[src/rtl/uart_tx_arbiter.sv]
`timescale 1ns/1ps
// -----------------------------------------------------------------------------
// uart_tx_arbiter
//
// Shares one byte-wide UART transmitter between two requesters. Arbitration
// is round-robin, with message locking: once a channel is granted a byte
// whose last flag is low, only that channel is served until it sends a byte
// with last high. Each byte is handed to the transmitter with a one-cycle
// tx_start pulse. The arbiter then follows tx_busy (rise, then fall), adds an
// optional idle gap, and reports a transmitter that never raises tx_busy.
// The arbiter does no baud timing of its own; tx_busy sets the frame length.
//
// Parameters
//   GAP_CLKS     idle clocks between the clock edge that first samples
//                tx_busy low and the next arbitration edge (0..65535).
//   TIMEOUT_CLKS clocks allowed from tx_start until tx_busy is seen high
//                (1..255).
//
// Ports
//   clk_50M      in   system clock
//   rst_n        in   asynchronous active-low reset
//   ch0_valid    in   requester 0 has a byte
//   ch0_data     in   requester 0 byte [7:0]
//   ch0_last     in   byte ends requester 0 message
//   ch0_ready    out  one-cycle accept strobe for requester 0
//   ch1_valid    in   requester 1 has a byte
//   ch1_data     in   requester 1 byte [7:0]
//   ch1_last     in   byte ends requester 1 message
//   ch1_ready    out  one-cycle accept strobe for requester 1
//   tx_data      out  byte presented to the transmitter [7:0]
//   tx_start     out  one-cycle launch pulse
//   tx_busy      in   transmitter frame in progress
//   grant_id     out  channel owning the current or last byte
//   busy         out  arbiter FSM not idle
//   err_timeout  out  one-cycle pulse when tx_busy never rose
// -----------------------------------------------------------------------------
module uart_tx_arbiter #(
  parameter int unsigned GAP_CLKS     = 0,
  parameter int unsigned TIMEOUT_CLKS = 8
) (
  input  logic       clk_50M,
  input  logic       rst_n,
  input  logic       ch0_valid,
  input  logic [7:0] ch0_data,
  input  logic       ch0_last,
  output logic       ch0_ready,
  input  logic       ch1_valid,
  input  logic [7:0] ch1_data,
  input  logic       ch1_last,
  output logic       ch1_ready,
  output logic [7:0] tx_data,
  output logic       tx_start,
  input  logic       tx_busy,
  output logic       grant_id,
  output logic       busy,
  output logic       err_timeout
);

  typedef enum logic [2:0] {
    S_IDLE    = 3'd0,
    S_GRANT   = 3'd1,
    S_START   = 3'd2,
    S_WAIT_HI = 3'd3,
    S_WAIT_LO = 3'd4,
    S_GAP     = 3'd5
  } state_t;

  // The IDLE arbitration clock is itself the last idle clock of the gap, so
  // the GAP state only has to run GAP_CLKS-1 cycles. With GAP_CLKS of 0 or 1
  // the single IDLE cycle already provides the spacing and GAP is skipped.
  localparam bit          GAP_EN   = (GAP_CLKS > 1);
  localparam logic [15:0] GAP_LAST = GAP_EN ? 16'(GAP_CLKS - 2) : 16'd0;
  localparam logic [7:0]  TO_LAST  = 8'(TIMEOUT_CLKS - 1);

  state_t      r_state;
  logic        r_lock;      // a message is in progress
  logic        r_owner;     // channel holding the lock
  logic        r_prio;      // preferred channel when both request unlocked
  logic        r_sel;       // channel chosen in IDLE, served in GRANT
  logic [7:0]  r_to_cnt;
  logic [15:0] r_gap_cnt;

  logic        r_ch0_ready;
  logic        r_ch1_ready;
  logic [7:0]  r_tx_data;
  logic        r_tx_start;
  logic        r_grant_id;
  logic        r_err;

  logic        w_req0;
  logic        w_req1;
  logic        w_pick;
  logic [7:0]  w_sel_data;
  logic        w_sel_last;

  // While locked only the owner may be served; the other channel waits even
  // if the owner has nothing to send right now.
  assign w_req0 = ch0_valid && (!r_lock || (r_owner == 1'b0));
  assign w_req1 = ch1_valid && (!r_lock || (r_owner == 1'b1));
  assign w_pick = (w_req0 && w_req1) ? r_prio : w_req1;

  assign w_sel_data = r_sel ? ch1_data : ch0_data;
  assign w_sel_last = r_sel ? ch1_last : ch0_last;

  always_ff @(posedge clk_50M or negedge rst_n) begin
    if (!rst_n) begin
      r_state     <= S_IDLE;
      r_lock      <= 1'b0;
      r_owner     <= 1'b0;
      r_prio      <= 1'b0;
      r_sel       <= 1'b0;
      r_to_cnt    <= 8'd0;
      r_gap_cnt   <= 16'd0;
      r_ch0_ready <= 1'b0;
      r_ch1_ready <= 1'b0;
      r_tx_data   <= 8'd0;
      r_tx_start  <= 1'b0;
      r_grant_id  <= 1'b0;
      r_err       <= 1'b0;
    end else begin
      // Strobes default low so each is high for a single cycle only.
      r_ch0_ready <= 1'b0;
      r_ch1_ready <= 1'b0;
      r_tx_start  <= 1'b0;
      r_err       <= 1'b0;

      case (r_state)
        S_IDLE: begin
          if (w_req0 || w_req1) begin
            r_sel   <= w_pick;
            r_state <= S_GRANT;
          end
        end

        S_GRANT: begin
          // The requester holds data stable until it sees ready, so the
          // byte can be captured on the same edge that raises ready.
          r_ch0_ready <= (r_sel == 1'b0);
          r_ch1_ready <= (r_sel == 1'b1);
          r_tx_data   <= w_sel_data;
          r_grant_id  <= r_sel;
          if (w_sel_last) begin
            r_lock <= 1'b0;
            r_prio <= ~r_sel;
          end else begin
            r_lock  <= 1'b1;
            r_owner <= r_sel;
          end
          r_state <= S_START;
        end

        S_START: begin
          r_tx_start <= 1'b1;
          r_to_cnt   <= 8'd0;
          r_state    <= S_WAIT_HI;
        end

        S_WAIT_HI: begin
          // tx_busy is checked first: a rise on the expiry edge is a success.
          if (tx_busy) begin
            r_state <= S_WAIT_LO;
          end else if (r_to_cnt == TO_LAST) begin
            // Byte is dropped; the message is abandoned and the other
            // channel is favoured next.
            r_err   <= 1'b1;
            r_lock  <= 1'b0;
            r_prio  <= ~r_grant_id;
            r_state <= S_IDLE;
          end else begin
            r_to_cnt <= r_to_cnt + 8'd1;
          end
        end

        S_WAIT_LO: begin
          if (!tx_busy) begin
            r_gap_cnt <= 16'd0;
            r_state   <= GAP_EN ? S_GAP : S_IDLE;
          end
        end

        S_GAP: begin
          if (r_gap_cnt == GAP_LAST) begin
            r_state <= S_IDLE;
          end else begin
            r_gap_cnt <= r_gap_cnt + 16'd1;
          end
        end

        default: r_state <= S_IDLE;
      endcase
    end
  end

  assign ch0_ready   = r_ch0_ready;
  assign ch1_ready   = r_ch1_ready;
  assign tx_data     = r_tx_data;
  assign tx_start    = r_tx_start;
  assign grant_id    = r_grant_id;
  assign err_timeout = r_err;
  assign busy        = (r_state != S_IDLE);

endmodule
[config.mk]
export PLATFORM = sky130hd
export DESIGN_NAME = uart_tx_arbiter
export DESIGN_NICKNAME = d
export VERILOG_FILES = /design/src/rtl/uart_tx_arbiter.sv
export SDC_FILE = /design/constraint.sdc
export NUM_CORES = 1
export LEC_CHECK = 0
export CAP_MARGIN = 20
export CORE_UTILIZATION = 30
export DETAILED_ROUTE_END_ITERATION = 7
export DONT_BUFFER_PORTS = 1
export PLACE_DENSITY_LB_ADDON = 0.2
export RECOVER_POWER = 100
export SYNTH_ARGS = -nofsm -noshare
export SYNTH_HDL_FRONTEND = slang
export SYNTH_SLANG_ARGS = --single-unit
[constraint.sdc]
create_clock -name clk_50M -period 1.6 [get_ports clk_50M]
set_input_delay 0.32 -clock clk_50M [delete_from_list [all_inputs] [get_ports clk_50M]]
set_output_delay 0.32 -clock clk_50M [all_outputs]
set_load 0.005 [all_outputs]
==> results of run 1 <==
## Yosys cell counts, types with 2 or more instances
cell       count  area share
buf_2          6       0.012
clkbuf_1       5      0.0078
dfrtp_1       44        0.46
nor3_1         9       0.019
nand2_1       27       0.042
nand3_1       12       0.025
a21o_1         5       0.016
o21ai_1        2      0.0041
ha_1           3       0.016
a2bb2oi_1      3       0.011
a31oi_1       13       0.034
mux2_2         2      0.0093
o41ai_1        2      0.0072
or4_1          3      0.0093
inv_1         12       0.019
nor2b_1        3      0.0078
and2_1         2      0.0052
o31a_1         2      0.0072
o21ai_0       15       0.031
mux2i_1       11       0.046
nand2b_1       2      0.0052
nor3b_1        4       0.012
nor2_1         8       0.012
or3_1          3      0.0078
nand4_1        7       0.018
o31ai_1        3      0.0093
nand3b_1       2      0.0062
a21oi_1        4      0.0083
and4_1         2      0.0072
o311ai_0       2      0.0072
nand4bb_1      2      0.0093
a21boi_0       3      0.0093
o211ai_1       3      0.0093
nor4_1         6       0.016
## path summary, 6_finish.rpt
check	startpoint	endpoint	slack, ps	cells past startpoint
setup / recovery	r_state[0]	busy	-10	3
setup reg to reg	r_gap_cnt[6]	r_gap_cnt[14]	-10	5
min in group asynchronous	rst_n	r_to_cnt[5]	590	2
max in group asynchronous	rst_n	r_gap_cnt[7]	540	2
hold / removal	ch0_last	r_owner	170	2
hold reg to reg	r_prio	r_prio	510	1
## logic make-up (layout without fill, tap and decap cells)
kind of cell               after synthesis  count (layout)  synth area share
AOI/OAI and AO/OA                       69              69             0.198
adders and majority gates                3               3            0.0155
buffers and inverters                   27              78            0.0502
DFF                                     44              44             0.455
muxes                                   13              13            0.0548
and+or+nand+nor                         98              98             0.227
## state kept, by name (all words and copies together) (netlist names)
signal and cells:
r_gap_cnt 16, ch1_ready 1, r_lock 1, r_prio 1
grant_id 1, tx_start 1, r_to_cnt 8, r_sel 1
r_state 3, err_timeout 1, r_owner 1, ch0_ready 1
tx_data 8
## timing repair
action,CTS,global route
gates cloned,0,0
hold buffers,2,0
endpoints found under the setup margin,22,23
endpoints found under the hold margin,44,0
setup buffers,3,1
pin swaps,3,9
resized for setup,20,26
## where the power goes
group / switching, mW / internal, mW
clock: 0.400 / 0.464
sequential: 0.386 / 1.51
combinational: 1.37 / 1.41
## critical path, cell delays in order, from the launching register on
cell,delay [ps]
dfrtp_1,510
buf_4,210
nor3_4,190
inv_1,80
## cell type report
| class | count | area (µm²) |
|---|---|---|
| Timing Repair Buffer | 58 | 468 |
| Fill cell | 786 | 4510 |
| Tap cell | 102 | 128 |
| Inverter | 12 | 45.0 |
| Clock inverter | 2 | 35.0 |
| Sequential cell | 44 | 1100 |
| Clock buffer | 6 | 72.6 |
| Multi-Input combinational cell | 183 | 1410 |
## routing by layer
layer  share of wire  vias to the layer above
met5               0                        -
met4           0.015                        0
met3           0.039                        9
met2            0.47                       54
met1            0.48                     1065
li1                -                     1048
==> flow_metrics.env, run 1 <==
export IMPL_min_period_over_period=1.01
export IMPL_maxSlewViolCount=0
export IMPL_fp_dieArea_um2=8430
export IMPL_drtAntennaViolNets=0
export IMPL_synthArstFlopShare=1.00
export IMPL_timing_final_ws_setup_ps=-11.4
export IMPL_critical_path_class="flip-flop to output pin"
export IMPL_synthCells=254
export IMPL_drive_above_1_share=0.334
export IMPL_ctsLongestPathBuffers=2
export IMPL_maxSlewHeadroom=0.581
export IMPL_die_w_um=91.8
export IMPL_clock_fmax_mhz=621
export IMPL_via_count=2176
export IMPL_hpwl_um=4220
export IMPL_clkSlewWorstSetupHoldPaths_ps=80
export IMPL_syn_area_per_cell_um2=9.52
export IMPL_syn_area_um2=2420
export IMPL_fin_setup_tns_ps=-24.1
export IMPL_tightest_slew_ps=629
export IMPL_grtUsageMet1=0.198
export IMPL_antenna_found_initial=0
export IMPL_grt_pass1_vias=2229
export IMPL_cap_violations=0
export IMPL_use_met3=0.0373
export IMPL_initial_utilization=0.311
export IMPL_area_growth_pct=34.8
export IMPL_io_buffers=0
export IMPL_finalInstanceArea_um2=3260
export IMPL_busiest_layer="met2"
export IMPL_rsz0062_at_grt="true"
export IMPL_grt_pass1_wl_um=10300
export IMPL_p_total_mw=5.54
export IMPL_first_iter_violations=96
export IMPL_grt_max_degree=45
export IMPL_instances_no_fill=407
export IMPL_routed_wl_um=6150
export IMPL_yosysWarnings=0
export IMPL_violations="setup timing"
export IMPL_preCtsSetupSlack_ps=-97.8
export IMPL_cp_max_fo=10
export IMPL_numPlacedInstances=393
export IMPL_gp_congestion=0.809
export IMPL_antenna_cells=0
export IMPL_worst_ir_drop_vdd_mv=0.787
export IMPL_cts_buffers=5
export IMPL_most_common_layout_cells="buf_4, dfrtp_1, nand2_1"
export IMPL_synth_edf_count=0
export IMPL_yosys_cell_types_count=56
export IMPL_worstHoldPathType="primary input to flip-flop"
export IMPL_core_um2=7770
export IMPL_rows=32
export IMPL_clk_latency_ps=300
export IMPL_cts_root_buf="clkbuf_8"
export IMPL_fin_util=0.420
export IMPL_h_tree_depth=2
export IMPL_met2_usage=0.251
export IMPL_finalHoldViolCount=0
export IMPL_worstSetupEndpointType="output pin"
export IMPL_p_leak_nw=1.40
export IMPL_cp_data_arrival_time_ps=1290
export IMPL_overflow=0
export IMPL_dr_pass1_iters=4
export IMPL_period_minus_slack_ps=1610
export IMPL_yosys_register_bits=44
export IMPL_ys_seq_area_frac=0.455
export IMPL_final_common_cell="buf_4"
export IMPL_cts_tree="done"
export IMPL_drcViolationCount=0
export IMPL_synth_net_count=280
export IMPL_critPathRequiredTime_ps=1280
export IMPL_final_net_count=330
export IMPL_die_h_um=91.8
export IMPL_setup_violations_final=3
export IMPL_cts_sinks=44
export IMPL_wl_per_cell_um=15.1
export IMPL_io_pins=37
export IMPL_power_density_nw_per_um2=1700
export IMPL_hold_slack_ps=174
export IMPL_start_kind="flip-flop"
export IMPL_fin_skew_ps=4.99
export IMPL_post_drt_via_cell_ratio=5.35
export IMPL_outcome="complete, but fails checks"
export IMPL_track_usage=0.155
export IMPL_ys_flop_type="dfrtp_1"
export IMPL_dpl_instance_area_um2=2880
No activity file was read; power rests on OpenSTA's default activity.
==> run 2, diff against run 1 <==
Settings changed: PLACE_DENSITY_LB_ADDON 0.2 to default, SLEW_MARGIN from default to 20.
==> flow_metrics.env, run 2 (synthesized netlist as in run 1, its figures left out) <==
export IMPL_outcome="complete, but fails checks"
export IMPL_violations="setup timing"
export IMPL_cts_tree="done"
export IMPL_maxSlewHeadroom=0.589
export IMPL_cts_sinks=44
export IMPL_cp_max_fo=10
export IMPL_r2r_end="r_gap_cnt[15]"
export IMPL_rrSetupSlack_ps=-30
export IMPL_most_common_layout_cells="buf_4, dfrtp_1, nand2_1"
export IMPL_cap_violations=0
export IMPL_area_growth_pct=31.2
export IMPL_io_pins=37
export IMPL_routed_wl_um=6150
export IMPL_grt_max_degree=45
export IMPL_p_leak_nw=1.35
export IMPL_setup_violations_final=9
export IMPL_grt_pass1_wl_um=9790
export IMPL_final_common_cell="buf_4"
export IMPL_antenna_found_initial=0
export IMPL_cp_data_arrival_time_ps=1840
export IMPL_timing_final_ws_setup_ps=-30.6
export IMPL_fp_dieArea_um2=8430
export IMPL_worstRegToRegCells=5
export IMPL_largest_reg_flops=16
export IMPL_cts_buffers=5
export IMPL_worst_ir_drop_vdd_mv=0.737
export IMPL_die_h_um=91.8
export IMPL_drtAntennaViolNets=0
export IMPL_reg2reg_from="r_gap_cnt[6]"
export IMPL_dpl_instance_area_um2=2860
export IMPL_period_minus_slack_ps=1630
export IMPL_gp_congestion=0.890
export IMPL_core_um2=7770
export IMPL_start_kind="flip-flop"
export IMPL_clkSlewWorstSetupHoldPaths_ps=80
export IMPL_hpwl_um=4080
export IMPL_grt_pass1_vias=2055
export IMPL_tightest_slew_ps=617
export IMPL_crit_chain="nor4_1 > and4_4 > o21ai_4 > buf_6 > o211ai_1"
export IMPL_clk_latency_ps=300
export IMPL_power_density_nw_per_um2=1660
export IMPL_hold_depth=2
export IMPL_hold_slack_ps=176
export IMPL_h_tree_depth=2
export IMPL_wl_per_cell_um=15.1
export IMPL_rsz0062_at_grt="true"
export IMPL_drive_above_1_share=0.332
export IMPL_endpoint="r_gap_cnt[15]"
export IMPL_numPlacedInstances=391
export IMPL_finalInstanceArea_um2=3170
export IMPL_dr_pass1_iters=4
export IMPL_rows=32
export IMPL_cts_root_buf="clkbuf_8"
export IMPL_worstHoldPathType="primary input to flip-flop"
export IMPL_critPathRequiredTime_ps=1810
export IMPL_post_drt_via_cell_ratio=5.30
export IMPL_overflow=0
export IMPL_die_w_um=91.8
export IMPL_critical_path_class="flip-flop to flip-flop"
export IMPL_first_iter_violations=71
export IMPL_drcViolationCount=0
export IMPL_min_period_over_period=1.02
export IMPL_maxSlewViolCount=0
export IMPL_clock_fmax_mhz=613
export IMPL_final_net_count=330
export IMPL_ctsLongestPathBuffers=2
export IMPL_cpPeakStageDelay_ps=420
export IMPL_track_usage=0.145
export IMPL_cp_slowest_cell="dfrtp_1"
export IMPL_fin_skew_ps=9.76
export IMPL_antenna_cells=0
export IMPL_initial_utilization=0.311
export IMPL_via_count=2153
export IMPL_finalHoldViolCount=0
export IMPL_regMostFlops="r_gap_cnt"
export IMPL_crit_path_start="r_gap_cnt[6]"
export IMPL_worstSetupEndpointType="flip-flop"
export IMPL_io_buffers=0
export IMPL_instances_no_fill=406
[run 2: area by class of cell]
| class | count | area [µm²] |
|---|---|---|
| Clock buffer | 5 | 68.8 |
| Clock inverter | 2 | 12.5 |
| Fill cell | 760 | 4590 |
| Inverter | 12 | 45.0 |
| Multi-Input combinational cell | 183 | 1370 |
| Sequential cell | 44 | 1110 |
| Tap cell | 102 | 128 |
| Timing Repair Buffer | 58 | 442 |
[run 2: metrics by stage]
step           setup TNS (ps)  power (mW)  utilization  setup slack [ps]
2_1_floorplan            -128        3.16            -             -28.9
3_3_place_gp             -477        4.12        0.369             -59.5
3_5_place_dp            -1360        4.17        0.369              -124
4_1_cts                     0        5.03        0.391             0.867
5_1_grt                 -1980        5.63        0.409              -139
6_report                 -125        5.26        0.409             -30.6
[run 2: worst min-delay path by stage]
| stage | from | slack [ps] | to |
|---|---|---|---|
| floorplan | rst_n | 20 | ch0_ready |
| global placement | rst_n | 30 | tx_start |
| detailed placement | rst_n | 30 | r_gap_cnt[15] |
| CTS | ch0_last | 170 | r_owner |
| global route | ch1_valid | 180 | r_sel |
| finish | ch0_last | 180 | r_owner |
[run 2: repair_timing]
item | 4_1_cts | 5_1_grt
hold endpoints to repair | 44 | 0
setup endpoints to repair | 18 | 31
pin swaps | 1 | 7
hold buffers | 2 | 0
buffers inserted | 3 | 3
gates resized for setup | 9 | 29
gates cloned | 0 | 0
[run 2: worst max-delay path, delay by kind of cell, from the launching register on]
family / cells / cell delay (ps)
AO/OA/AOI/OAI: 2 / 230
buffers and inverters: 1 / 150
flip-flops: 1 / 420
AND/OR/NAND/NOR: 2 / 750
[run 2: routing by layer]
layer	vias up	part of all wire	GRT usage
met5	-	0	0
met4	0	0.020	0.0638
met3	11	0.052	0.0340
met2	61	0.49	0.232
met1	1031	0.44	0.188
li1	1050	-	-
[run 2: report_power, final]
group          total [mW]  leakage [nW]  internal, mW  switching, mW
sequential           1.88         0.569          1.51          0.373
clock               0.684        0.0400         0.296          0.387
combinational        2.70         0.744          1.34           1.36
